===== src/rtl/cnn_ctrl_pkg.sv =====
// ============================================================================
// Module      : cnn_ctrl_pkg
// Description : Shared types and constants for the convolution window
//               controller: FSM state encoding and the default kernel size.
// Revision    : 1.0 - initial release
// ============================================================================
`default_nettype none

package cnn_ctrl_pkg;

    // Default kernel size (KxK).
    localparam int K_DEF = 3;

    // Controller sequencing states.
    typedef enum logic [1:0] {
        IDLE  = 2'd0,
        RUN   = 2'd1,
        DRAIN = 2'd2,
        DONE  = 2'd3
    } ctrl_state_t;

endpackage

`default_nettype wire


===== src/rtl/conv_window_ctrl_if.sv =====
// ============================================================================
// Module      : conv_window_ctrl_if
// Description : Pixel-stream and window handshake bundle of the convolution
//               window controller.
//               master : controller side (drives in_ready, lb_en, win_*)
//               slave  : pixel source / window consumer side
// Signals     : in_valid, in_ready, lb_en, win_valid, win_ready,
//               win_row[RW], win_col[CW]
// Revision    : 1.0 - initial release
// ============================================================================
`default_nettype none

interface conv_window_ctrl_if #(
    parameter int CW = 2,
    parameter int RW = 2
);
    logic          in_valid;
    logic          in_ready;
    logic          lb_en;
    logic          win_valid;
    logic          win_ready;
    logic [RW-1:0] win_row;
    logic [CW-1:0] win_col;

    modport master (
        input  in_valid, win_ready,
        output in_ready, lb_en, win_valid, win_row, win_col
    );

    modport slave (
        output in_valid, win_ready,
        input  in_ready, lb_en, win_valid, win_row, win_col
    );
endinterface

`default_nettype wire


===== src/rtl/raster_pos_cnt.sv =====
// ============================================================================
// Module      : raster_pos_cnt
// Description : 2-D raster position counter. Column advances on i_adv and
//               wraps at IMG_W-1, stepping the row. o_last flags the final
//               pixel position of the frame.
// Ports       : clk, rst       - clock, synchronous active-high reset
//               i_clr          - clear both counters
//               i_adv          - advance one pixel
//               o_col, o_row   - current pixel position
//               o_last         - position is (IMG_H-1, IMG_W-1)
// Revision    : 1.0 - initial release
// ============================================================================
`default_nettype none

module raster_pos_cnt #(
    parameter int IMG_W = 4,
    parameter int IMG_H = 4,
    parameter int CW    = $clog2(IMG_W),
    parameter int RW    = $clog2(IMG_H)
) (
    input  wire logic          clk,
    input  wire logic          rst,
    input  wire logic          i_clr,
    input  wire logic          i_adv,
    output logic      [CW-1:0] o_col,
    output logic      [RW-1:0] o_row,
    output logic               o_last
);
    localparam logic [CW-1:0] c_COL_MAX = CW'(IMG_W - 1);
    localparam logic [RW-1:0] c_ROW_MAX = RW'(IMG_H - 1);

    logic [CW-1:0] r_col;
    logic [RW-1:0] r_row;

    always_ff @(posedge clk) begin
        if (rst || i_clr) begin
            r_col <= '0;
            r_row <= '0;
        end else if (i_adv) begin
            if (r_col == c_COL_MAX) begin
                r_col <= '0;
                r_row <= (r_row == c_ROW_MAX) ? '0 : r_row + 1'b1;
            end else begin
                r_col <= r_col + 1'b1;
            end
        end
    end

    assign o_col  = r_col;
    assign o_row  = r_row;
    assign o_last = (r_col == c_COL_MAX) && (r_row == c_ROW_MAX);

endmodule

`default_nettype wire


===== src/rtl/conv_window_ctrl.sv =====
// ============================================================================
// Module      : conv_window_ctrl
// Description : Sequencing controller for a KxK convolution line-buffer
//               window datapath. Accepts a raster pixel stream, drives the
//               line-buffer shift enable, flags completed windows with their
//               top-left output coordinates and stalls on backpressure.
// Ports       : clk, rst        - clock, synchronous active-high reset
//               start           - one-cycle frame start request
//               busy            - frame in progress
//               frame_done      - one-cycle end-of-frame pulse
//               bus (master)    - pixel and window handshake bundle
// Options     : CONV_CTRL_STRIDE2_EN - flag only windows whose output row
//               and column are both even (stride 2).
// Revision    : 1.0 - initial release
// ============================================================================
`default_nettype none

module conv_window_ctrl
    import cnn_ctrl_pkg::*;
#(
    parameter int IMG_W = 4,
    parameter int IMG_H = 4,
    parameter int K     = K_DEF,
    parameter int CW    = $clog2(IMG_W),
    parameter int RW    = $clog2(IMG_H)
) (
    input  wire logic   clk,
    input  wire logic   rst,
    input  wire logic   start,
    output logic        busy,
    output logic        frame_done,
    conv_window_ctrl_if.master bus
);
    generate
        if (K < 1 || K > IMG_W || K > IMG_H) begin : g_bad_kernel
            $error("conv_window_ctrl: K must satisfy 1 <= K <= IMG_W, IMG_H");
        end
    endgenerate

    localparam logic [CW-1:0] c_KM1_C = CW'(K - 1);
    localparam logic [RW-1:0] c_KM1_R = RW'(K - 1);

    ctrl_state_t   r_state;
    ctrl_state_t   w_state_nxt;

    logic          w_in_ready;
    logic          w_accept;
    logic          w_hs;
    logic          w_clr;
    logic          w_last;
    logic          w_win_ok;
    logic          w_new_win;
    logic [CW-1:0] w_col;
    logic [RW-1:0] w_row;
    logic [CW-1:0] w_ocol;
    logic [RW-1:0] w_orow;

    logic          r_win_valid;
    logic [RW-1:0] r_win_row;
    logic [CW-1:0] r_win_col;

    raster_pos_cnt #(
        .IMG_W (IMG_W),
        .IMG_H (IMG_H),
        .CW    (CW),
        .RW    (RW)
    ) u_pos (
        .clk    (clk),
        .rst    (rst),
        .i_clr  (w_clr),
        .i_adv  (w_accept),
        .o_col  (w_col),
        .o_row  (w_row),
        .o_last (w_last)
    );

    // ------------------------------------------------------------------
    // FSM
    // ------------------------------------------------------------------
    always_ff @(posedge clk) begin
        if (rst) begin
            r_state <= IDLE;
        end else begin
            r_state <= w_state_nxt;
        end
    end

    always_comb begin
        w_state_nxt = r_state;
        w_in_ready  = 1'b0;
        w_clr       = 1'b0;
        busy        = 1'b0;
        frame_done  = 1'b0;
        case (r_state)
            IDLE: begin
                if (start) begin
                    w_state_nxt = RUN;
                    w_clr       = 1'b1;
                end
            end
            RUN: begin
                busy       = 1'b1;
                // A pending window blocks the stream unless it leaves this cycle.
                w_in_ready = !r_win_valid || bus.win_ready;
                if (w_in_ready && bus.in_valid && w_last) begin
                    w_state_nxt = DRAIN;
                end
            end
            DRAIN: begin
                busy = 1'b1;
                // Stride builds may finish with no window outstanding.
                if (!r_win_valid || bus.win_ready) begin
                    w_state_nxt = DONE;
                end
            end
            DONE: begin
                frame_done  = 1'b1;
                w_state_nxt = IDLE;
            end
            default: begin
                w_state_nxt = IDLE;
            end
        endcase
    end

    assign w_accept     = bus.in_valid && w_in_ready;
    assign w_hs         = r_win_valid && bus.win_ready;
    assign bus.in_ready = w_in_ready;
    assign bus.lb_en    = w_accept;

    // ------------------------------------------------------------------
    // Window detection: the accepted pixel is the bottom-right corner.
    // ------------------------------------------------------------------
    assign w_win_ok = (w_row >= c_KM1_R) && (w_col >= c_KM1_C);
    assign w_orow   = w_row - c_KM1_R;
    assign w_ocol   = w_col - c_KM1_C;

`ifdef CONV_CTRL_STRIDE2_EN
    assign w_new_win = w_accept && w_win_ok && !w_orow[0] && !w_ocol[0];
`else
    assign w_new_win = w_accept && w_win_ok;
`endif

    // A new window overwrites one leaving in the same cycle, so back-to-back
    // windows carry no bubble.
    always_ff @(posedge clk) begin
        if (rst) begin
            r_win_valid <= 1'b0;
            r_win_row   <= '0;
            r_win_col   <= '0;
        end else if (w_new_win) begin
            r_win_valid <= 1'b1;
            r_win_row   <= w_orow;
            r_win_col   <= w_ocol;
        end else if (w_hs) begin
            r_win_valid <= 1'b0;
        end
    end

    assign bus.win_valid = r_win_valid;
    assign bus.win_row   = r_win_row;
    assign bus.win_col   = r_win_col;

endmodule

`default_nettype wire


===== src/flat_wrapper.sv =====
// flat-port wrapper written by rule: the top's interface ports become plain ports
module conv_window_ctrl_flat import cnn_ctrl_pkg::*;
#(
    parameter int IMG_W = 4,
    parameter int IMG_H = 4,
    parameter int K     = K_DEF,
    parameter int CW    = $clog2(IMG_W),
    parameter int RW    = $clog2(IMG_H)
)
  (clk, rst, start, busy, frame_done, bus_in_valid, bus_win_ready, bus_in_ready, bus_lb_en, bus_win_valid, bus_win_row, bus_win_col);
  conv_window_ctrl_if #(.CW(CW), .RW(RW)) bus_i ();
  input  wire logic clk;
  input  wire logic rst;
  input  wire logic start;
  output logic busy;
  output logic frame_done;
  input wire logic [$bits(bus_i.in_valid)-1:0] bus_in_valid;
  input wire logic [$bits(bus_i.win_ready)-1:0] bus_win_ready;
  output wire logic [$bits(bus_i.in_ready)-1:0] bus_in_ready;
  output wire logic [$bits(bus_i.lb_en)-1:0] bus_lb_en;
  output wire logic [$bits(bus_i.win_valid)-1:0] bus_win_valid;
  output wire logic [$bits(bus_i.win_row)-1:0] bus_win_row;
  output wire logic [$bits(bus_i.win_col)-1:0] bus_win_col;
  assign bus_i.in_valid = bus_in_valid;
  assign bus_i.win_ready = bus_win_ready;
  assign bus_in_ready = bus_i.in_ready;
  assign bus_lb_en = bus_i.lb_en;
  assign bus_win_valid = bus_i.win_valid;
  assign bus_win_row = bus_i.win_row;
  assign bus_win_col = bus_i.win_col;
  conv_window_ctrl #(.IMG_W(IMG_W), .IMG_H(IMG_H), .K(K), .CW(CW), .RW(RW)) u_core (.clk(clk), .rst(rst), .start(start), .busy(busy), .frame_done(frame_done), .bus(bus_i));
endmodule

===== config.mk =====
export PLATFORM = sky130hd
export DESIGN_NAME = conv_window_ctrl_flat
export DESIGN_NICKNAME = d
export VERILOG_FILES = /design/src/rtl/cnn_ctrl_pkg.sv /design/src/rtl/conv_window_ctrl_if.sv /design/src/rtl/raster_pos_cnt.sv /design/src/rtl/conv_window_ctrl.sv /design/src/flat_wrapper.sv
export SDC_FILE = /design/constraint.sdc
export NUM_CORES = 1
export LEC_CHECK = 0
export CORE_AREA = 2 2 39 41
export CTS_CLUSTER_SIZE = 12
export DETAILED_ROUTE_END_ITERATION = 10
export DIE_AREA = 0 0 41 43
export PLACE_DENSITY_LB_ADDON = 0.15
export SYNTH_ARGS = -nofsm -noshare
export SYNTH_HDL_FRONTEND = slang
export SYNTH_SLANG_ARGS = --single-unit

===== constraint.sdc =====
create_clock -name clk -period 2.05 [get_ports clk]
set_input_delay 0.205 -clock clk [delete_from_list [all_inputs] [get_ports clk]]
set_output_delay 0.205 -clock clk [all_outputs]
set_load 0.05 [all_outputs]

==> reports/metrics.csv <==
metric,value,unit
status,finished clean,
"CP delay by family, top",buffers and inverters,
clock buffer depth,2,
Layout area overhead,32.48,%
class of the worst hold path,flip-flop to flip-flop,
hold path depth,1,
Worst Path Required,1.85,ns
via count,453,
first-pass GRT wire length,1731,um
clock buffer count from CTS,3,
ys async rst share,0,%
die area,1763,um^2
Main synth FF type,dfxtp_1,
Netlist cell types,26,
Final nets,87,
fin area,775.7,um^2
Final Setup Violations,0,
initial antenna violation count,0,
DRT antenna net count,0,
highest clock rate,555.0,MHz
vias in the first global route,411,
Crit Path Max Fanout,4,
RSZ-0062 raised after global routing,no,
Compound-Gate Fraction of Synth Area,10.26,%
Critical-path top delay cell,clkdlybuf4s50_1,
layout cells sized above 1,18.92,%
final period utilization,87.90,%
r2r endpoint,u_core.u_pos.o_row[0],
reg2reg start,u_core.r_state[1],
drt pass-1 iters,4,
# diodes,0,
Static Leak,0.3536,nW
number of synthesized flops with an enable pin,0,
Synth Area in Simple Gates,27.78,%
DR vias/cell,5.033,
total number of yosys warnings,0,
Port-buffer cells,13,
WS Path Type,flip-flop to output port,
Worst EP arrival,1.60,ns
Cells after Synth,58,
# Post-CTS Setup Buffers,0,
mux cell area share after synthesis,6.838,%
"Cell Area, Placed",749.5,um^2
max_cap viols,0,
Setup crit end kind,output port,
syn_area_per_cell,10.10,um^2
PwrDens,1207,nW/um^2
Least-Margin Pin Slew,0.4915,ns
clock-pin slew on the worst setup and hold paths,0.07,ns
# IOs,14,
iteration-0 DRC count of the detailed router,5,
relative slew slack,67.13,%
skew final,0.0004920,ns
CP max stage delay,0.79,ns
crit-path cells,ha_1 -> clkdlybuf4s50_1,
Post-Syn Area,585.6,um^2
grt total ovfl,0,
total wire length,1049,um
Synth Area in Adders,14.96,%
Placer Congestion,0.7111,
Buffers & Inverters on Critical Path,1,
hold_sp,u_core.bus.win_col[1],
Pins Over Slew Limit,0,
largest family of logic cells by synthesized area,simple AND/OR/NAND/NOR gates,
Setup TNS,0,ns
routed length per instance,11.66,um
Worst R2R Setup Slack,0.58,ns
DRC violations left,0,
#FFs+latches synth,11,
CTS root buffer,clkbuf_4,
Std-Cell Rows,14,
Core Box Area,1384,um^2
"Endpoint, Worst Hold",u_core.bus.win_col[1],
pin count of the biggest net entering global routing,10,
Final Critical Period,1.802,ns
Worst Setup Start Kind,flip-flop,
Fin. Hold Viols,0,
height of the die,43,um
post-CTS sizing,0,
Initial Util,42.31,%
register area share after synthesis,37.61,%
CTS tree,built,
Horiz. Die Dim,41,um
XOR/XNOR Fraction of Synth Area,0,%
H-tree levels,1,
Max VDD drop,0.0006637,V
CTS Sinks,11,
DP HPWL,793,um
total track usage,14.88,%
cts hold-fix bufs,0,
syn nets,70,
Fin Hold WS,0.5025,ns
worst reg2reg path depth,5,
Worst-Skew Late Latency,0.27,ns
## through the flow
stage | total power [mW] | setup slack (ns) | util, % | instances
final | 0.9363 | 0.2481 | 56.06 | 90
after global routing | 0.9990 | 0.1751 | 56.06 | 90
after CTS | 0.9474 | 0.2381 | 56.06 | 90
after detailed placement | 0.7980 | 0.5313 | 54.16 | 86
after global placement | 0.7897 | 0.5412 | 54.16 | 86
after floorplan | 0.6338 | 0.6474 | - | 58
## cell usage in the layout, fill, tap and decap left out, drive strengths merged, types with 2 or more instances in the layout
master          n
and3b           2
clkdlybuf4s50  10
buf             3
nand3           3
nor2            5
inv             3
or3             2
ha              7
dfxtp          11
nor3            3
nor2b           2
nand2           2
mux2i           4
a21oi           3
clkbuf          4
## cell usage after synthesis, types with 2 or more instances
| master | n | area share (%) |
|---|---|---|
| ha_1 | 7 | 15 |
| mux2i_1 | 4 | 6.8 |
| inv_1 | 3 | 1.9 |
| a21oi_1 | 2 | 1.7 |
| or3_1 | 2 | 2.1 |
| nor2b_1 | 2 | 2.1 |
| nor2_1 | 5 | 3.2 |
| nand2_1 | 2 | 1.3 |
| nand3_1 | 2 | 1.7 |
| nor3_2 | 2 | 3.4 |
| and3b_1 | 2 | 3.0 |
| dfxtp_1 | 11 | 38 |
## cell type report
class	instances	area (um^2)
Inverter	3	11.26
Clock buffer	4	26.28
Multi-Input combinational cell	43	350.3
Timing Repair Buffer	13	147.6
Tap cell	16	20.02
Sequential cell	11	220.2
Fill cell	127	608.1
## worst max path at each step
stage	start	to	depth (start not counted)
6_report	u_core.r_state[0]	frame_done	2
5_1_grt	u_core.r_state[0]	frame_done	2
4_1_cts	u_core.r_state[0]	frame_done	2
3_5_place_dp	u_core.r_state[0]	frame_done	2
3_3_place_gp	u_core.r_state[0]	frame_done	2
2_1_floorplan	u_core.r_state[0]	u_core.r_state[1]	5
## power by group
part           internal [mW]  switching [mW]
logic                  0.213           0.313
clock network         0.0754          0.0732
registers              0.239          0.0234
## routing by layer
metal	vias to the layer above	global-route usage (%)	wire, um
met5	-	0	0
met4	0	10.00	19
met3	4	3.141	55
met2	11	20.94	484
met1	202	19.47	489
li1	236	-	-
## flip-flops by register name, summed over array words and instances (netlist names)
name and flops:
u_core.bus.win_row 2, u_core.bus.win_valid 1, u_core.r_state 2, u_core.u_pos.o_row 2, u_core.u_pos.o_col 2, u_core.bus.win_col 2
## logic make-up (layout without fill, tap and decap cells)
family / count (synthesis) / in the layout
fa+ha+maj: 7 / 7
buf+inv: 4 / 20
simple gates: 24 / 24
mux: 4 / 4
flops: 11 / 11
compound gates: 8 / 8
Power figures use the tool's default switching activity.
